==> config.mk <==
export PLATFORM = sky130hd
export DESIGN_NAME = conv_layer_line_buffer
export DESIGN_NICKNAME = d
export VERILOG_FILES = /design/src/rtl/conv_layer_line_buffer.sv
export SDC_FILE = /design/constraint.sdc
export NUM_CORES = 2
export LEC_CHECK = 0
export ABC_AREA = 0
export CELL_PAD_IN_SITES_DETAIL_PLACEMENT = 0
export CELL_PAD_IN_SITES_GLOBAL_PLACEMENT = 2
export CORE_ASPECT_RATIO = 1.2
export CORE_MARGIN = 3
export CORE_UTILIZATION = 42
export CTS_CLUSTER_DIAMETER = 200
export CTS_CLUSTER_SIZE = 30
export DETAILED_ROUTE_END_ITERATION = 16
export DONT_BUFFER_PORTS = 1
export HOLD_SLACK_MARGIN = 0.08
export PLACE_DENSITY_LB_ADDON = 0.1
export SLEW_MARGIN = 0
export SYNTH_ARGS = -nofsm -noshare
export SYNTH_HDL_FRONTEND = slang
export SYNTH_SLANG_ARGS = --single-unit
==> constraint.sdc <==
create_clock -name clk -period 5.19 [get_ports clk]
set_input_delay 0.519 -clock clk [delete_from_list [all_inputs] [get_ports clk]]
set_output_delay 0.519 -clock clk [all_outputs]
set_load 0.02 [all_outputs]
==> src/rtl/conv_layer_line_buffer.sv <==
`default_nettype none
// ============================================================================
// Module   : conv_layer_line_buffer
// Brief    : Row ring buffer for the conv kernel array. It loads rows word by
//            word and presents any logical row as a registered parallel bus.
//            Optional macro CONV_BUF_BIAS_ROW_EN adds a bias row of float 1.0
//            at row_sel == NUM_ROWS.
// Revision : 1.0 - initial release
// ============================================================================
module conv_layer_line_buffer #(
    parameter int DATA_WIDTH    = 32,
    parameter int ROW_LEN       = 8,
    parameter int NUM_ROWS      = 3,
    parameter int ROW_IDX_WIDTH = 2,
    parameter int COL_IDX_WIDTH = 3
) (
    input  logic                           clk,
    input  logic                           rst,
    input  logic [1:0]                     buffer_cmd,
    input  logic [DATA_WIDTH-1:0]          data_in,
    input  logic                           data_valid,
    input  logic [ROW_IDX_WIDTH-1:0]       row_sel,
    output logic                           buffer_ack,
    output logic                           busy,
    output logic                           rows_full,
    output logic                           out_valid,
    output logic [ROW_LEN*DATA_WIDTH-1:0]  data_out_bus
);

    typedef enum logic [0:0] {
        S_IDLE = 1'b0,
        S_LOAD = 1'b1
    } state_t;

    localparam logic [1:0] c_cmd_load  = 2'd1;
    localparam logic [1:0] c_cmd_read  = 2'd2;
    localparam logic [1:0] c_cmd_clear = 2'd3;

    localparam logic [ROW_IDX_WIDTH-1:0] c_num_rows     = ROW_IDX_WIDTH'(NUM_ROWS);
    localparam logic [ROW_IDX_WIDTH-1:0] c_last_row     = ROW_IDX_WIDTH'(NUM_ROWS - 1);
    localparam logic [ROW_IDX_WIDTH:0]   c_num_rows_ext = (ROW_IDX_WIDTH + 1)'(NUM_ROWS);
    localparam logic [COL_IDX_WIDTH-1:0] c_last_col     = COL_IDX_WIDTH'(ROW_LEN - 1);

    state_t                      r_state;
    logic [DATA_WIDTH-1:0]       r_rows [NUM_ROWS][ROW_LEN];
    logic [ROW_IDX_WIDTH-1:0]    r_wr_ptr;
    logic [ROW_IDX_WIDTH-1:0]    r_rows_cnt;
    logic [COL_IDX_WIDTH-1:0]    r_col_cnt;

    logic [ROW_IDX_WIDTH:0]          w_sum;
    logic [ROW_IDX_WIDTH:0]          w_phys_ext;
    logic [ROW_IDX_WIDTH-1:0]        w_phys;
    logic                            w_row_loaded;
    logic [ROW_LEN*DATA_WIDTH-1:0]   w_read_bus;

    // Logical k maps to physical (wr_ptr + k) mod NUM_ROWS; rows older than
    // the loaded count are forced to zero so partial aborted data never leaks.
    always_comb begin
        w_sum        = {1'b0, r_wr_ptr} + {1'b0, row_sel};
        w_phys_ext   = (w_sum >= c_num_rows_ext) ? (w_sum - c_num_rows_ext) : w_sum;
        w_phys       = w_phys_ext[ROW_IDX_WIDTH-1:0];
        w_row_loaded = (({1'b0, row_sel} + {1'b0, r_rows_cnt}) >= c_num_rows_ext);
        w_read_bus   = '0;
        if ((row_sel < c_num_rows) && w_row_loaded) begin
            for (int c = 0; c < ROW_LEN; c++) begin
                w_read_bus[(ROW_LEN-1-c)*DATA_WIDTH +: DATA_WIDTH] = r_rows[w_phys][c];
            end
        end
`ifdef CONV_BUF_BIAS_ROW_EN
        else if (row_sel == c_num_rows) begin
            for (int c = 0; c < ROW_LEN; c++) begin
                w_read_bus[(ROW_LEN-1-c)*DATA_WIDTH +: DATA_WIDTH] = DATA_WIDTH'(32'h3F80_0000);
            end
        end
`endif
    end

    always_ff @(posedge clk) begin
        if (rst || (buffer_cmd == c_cmd_clear)) begin
            for (int r = 0; r < NUM_ROWS; r++) begin
                for (int c = 0; c < ROW_LEN; c++) begin
                    r_rows[r][c] <= '0;
                end
            end
            r_state      <= S_IDLE;
            r_wr_ptr     <= '0;
            r_rows_cnt   <= '0;
            r_col_cnt    <= '0;
            data_out_bus <= '0;
            buffer_ack   <= 1'b0;
            out_valid    <= 1'b0;
            busy         <= 1'b0;
            rows_full    <= 1'b0;
        end else begin
            buffer_ack <= 1'b0;
            out_valid  <= 1'b0;
            case (r_state)
                S_IDLE: begin
                    if (buffer_cmd == c_cmd_load) begin
                        r_state   <= S_LOAD;
                        busy      <= 1'b1;
                        r_col_cnt <= '0;
                    end else if (buffer_cmd == c_cmd_read) begin
                        data_out_bus <= w_read_bus;
                        out_valid    <= 1'b1;
                    end
                end
                S_LOAD: begin
                    if (buffer_cmd == c_cmd_read) begin
                        // Abort: partial words stay, pointers untouched
                        r_state <= S_IDLE;
                        busy    <= 1'b0;
                    end else if (data_valid) begin
                        r_rows[r_wr_ptr][r_col_cnt] <= data_in;
                        if (r_col_cnt == c_last_col) begin
                            r_state    <= S_IDLE;
                            busy       <= 1'b0;
                            buffer_ack <= 1'b1;
                            r_col_cnt  <= '0;
                            r_wr_ptr   <= (r_wr_ptr == c_last_row) ? '0 : r_wr_ptr + 1'b1;
                            if (r_rows_cnt != c_num_rows) begin
                                r_rows_cnt <= r_rows_cnt + 1'b1;
                            end
                            rows_full  <= (r_rows_cnt == c_last_row) || (r_rows_cnt == c_num_rows);
                        end else begin
                            r_col_cnt <= r_col_cnt + 1'b1;
                        end
                    end
                end
            endcase
        end
    end

endmodule
`default_nettype wire

==> metrics <==
status complete, no violations; internal reg-to-reg setup slack ~1.7 ns; DR DRC count 0; CTS tree built; hold_ws 0.157 ns; Final setup violation count 0; Die Y between 300 and 400 um; Flop pwr share 65.5%; post-route ant nets 0; GRT overflow 0; most common cell after layout, fill and taps aside edfxtp_1; drt first pass iters 8; largest net degree at the start of global routing 114; Pwr Total 17.7 mW; via density per instance 5.70; Post-CTS Setup Repair Bufs 0; switching power 4.03 mW; CP Class reg -> reg; Worst setup EP type flop; H-tree depth reported by CTS 2; Yosys warning count 0; Post-Route WL 148000 um; Total GRT Usage 23.7%; share of synthesized flip-flops with an asynchronous set or reset 0%; Cell Area, Synth 0.0497 mm2; count of hold-fix buffers inserted at cts 37; Synth Flop Type edfxtp_1; most frequent cells in the layout edfxtp_1 (1024), mux2i_1 (517), and2_1 (324); routed via count 27400; CTS resizes 0; Hold Crit Class in -> reg; number of global-route vias before repair between 20000 and 30000; peak supply drop between 200 and 300 uV; CP Data Required Time 5.74 ns; Power Dens Cells 332 mW/mm2; Routed WL per cell 30.8 um; Max Clock Freq 287 MHz; Internal Pwr Total 13.6 mW; I/O pin total 299; Post-synth EDFFs 1024; Rel. slew slack 22.6%; Seq/Total Area, Yosys roughly 73%; Post-Synthesis Cells 3304; final net count 3280; CTS max path bufs 3; Sw Share 22.8%; Layout Cells excl Fill 4814; Setup TNS 0 ns; Layout area overhead 7.11%; die area 0.123 mm2; worst hold path stage count 4; Synth Net Count 3352; WP data arrival 4.03 ns; top-area cell type share of the netlist area between 60% and 70%; Initial DRC Count 2555; clock share of power about 28%; RSZ-0062 raised after global routing no; share of layout cells above drive strength 1 a little under 6%; maximum fanout along the worst path 70; Initial Utilization 42.5%; Distinct cells, synth 53; CTS Sinks 1292; global-route wire length before repair 210000 um; MaxCap Viol Count 0; Worst Reg-to-Reg Cells 10; area leader, netlist edfxtp_1; RePlAce Congestion ~0.78; Static Leak 20.1 nW; Pins Over Slew Limit 0; clock-pin slew on the worst setup and hold paths 0.12 ns; final hold viol count 0; Worst Setup Start Kind flop; placed instance count 4673; die width 320 um; HPWL Detailed 89100 um; Least-Margin Pin Slew 1.16 ns; Logic pwr share 6.2%; CTS buffer count 49; initial antenna violation count 21; # rows 137; Root Driver clkbuf_16; Mapped Avg Cell Area around 15 um2; Clk Latency, worst-skew pair 0.70 ns; skew final 0.0482 ns; CORE AREA between 0.1 and 0.15 mm2; Yosys reg bits 1292; Final min period 3.48 ns; IO buf count 0; top post-synthesis cells by area edfxtp_1 (62%), dfxtp_1 (11%), mux2i_1 (10%); final worst path period share 67.1%
[power groups by stage]
stage	clock, mW	sequential [mW]	combinational, mW
floorplan	0	11.8	0.725
global placement	0	11.8	1.01
detailed placement	0	11.8	1.03
CTS	5.13	11.6	1.12
global route	5.48	11.6	1.17
finish	5.00	11.6	1.10
[critical path, stage by stage (launching register included)]
cell	delay [ns]
dfxtp_1	0.45
ha_1	0.19
inv_1	0.05
fa_1	0.58
inv_1	0.07
ha_1	0.20
nor2b_2	0.20
mux2_2	0.42
nand2_8	0.49
buf_12	0.35
o221ai_1	0.18
[path summary, 6_finish.rpt]
check / endpoint / start
max: data_out_bus[52] / r_wr_ptr[0]
min: r_rows_cnt[1] / data_valid
max reg2reg: data_out_bus[52] / r_wr_ptr[0]
min reg2reg: data_out_bus[236] / r_rows[0][236]
[sequential cells by signal (all words and copies together) (netlist names)]
signal / flops
buffer_ack: 1
busy: 1
data_out_bus: 256
out_valid: 1
r_col_cnt: 3
r_rows: 1024
r_rows_cnt: 2
r_state: 1
r_wr_ptr: 2
rows_full: 1
[Yosys cell counts (3+ instances only)]
cell,number
buf_4,8
nor3_2,3
nand2_1,307
mux2i_1,517
o221ai_1,254
edfxtp_1,1024
buf_6,28
and2_1,324
inv_1,28
clkbuf_1,88
dfxtp_1,268
nor2b_1,3
nand3_1,3
nor2_1,256
inv_2,12
nor3b_1,3
ha_1,7
a21oi_1,8
o21ai_0,7
buf_2,100
nand2b_1,6
clkbuf_2,12
[per-stage QoR]
stage	setup slack [ns]	instance area [um2]	utilization, %
global route	1.53	53300	45.6
CTS	1.71	53200	45.5
floorplan	0.185	49700	-
global placement	1.68	51400	44.0
finish	1.71	53300	45.6
detailed placement	1.67	51400	44.0
[layout make-up]
class,count,area [um2]
Fill cell,10300,63600
Sequential cell,1292,36100
Multi-Input combinational cell,1736,12500
Tap cell,1529,1910
Clock buffer,87,1370
Timing Repair Buffer,113,1150
Inverter,40,150
Clock inverter,3,47.5
Antenna cell,14,35.0
[per-layer routing]
layer	share of wire [%]	GRT usage, %	vias up	wire length (um)
met3	8.4	6.65	154	12500
met4	2.6	6.11	0	3830
met1	43	32.1	14300	63200
li1	-	-	12000	-
met5	0	0	-	0
met2	46	38.0	898	68800
[logic make-up after synthesis]
family / after synthesis / synth area share, %
AO/OA/AOI/OAI: 284 / 4.92
XOR/XNOR: 1 / 0.0176
adder cells (fa/ha/maj): 9 / 0.257
buffers and inverters: 276 / 2.85
flip-flops: 1292 / 72.6
multiplexers: 518 / 10.4
AND/OR/NAND/NOR: 924 / 8.92
(Power assumes the default switching activity.)
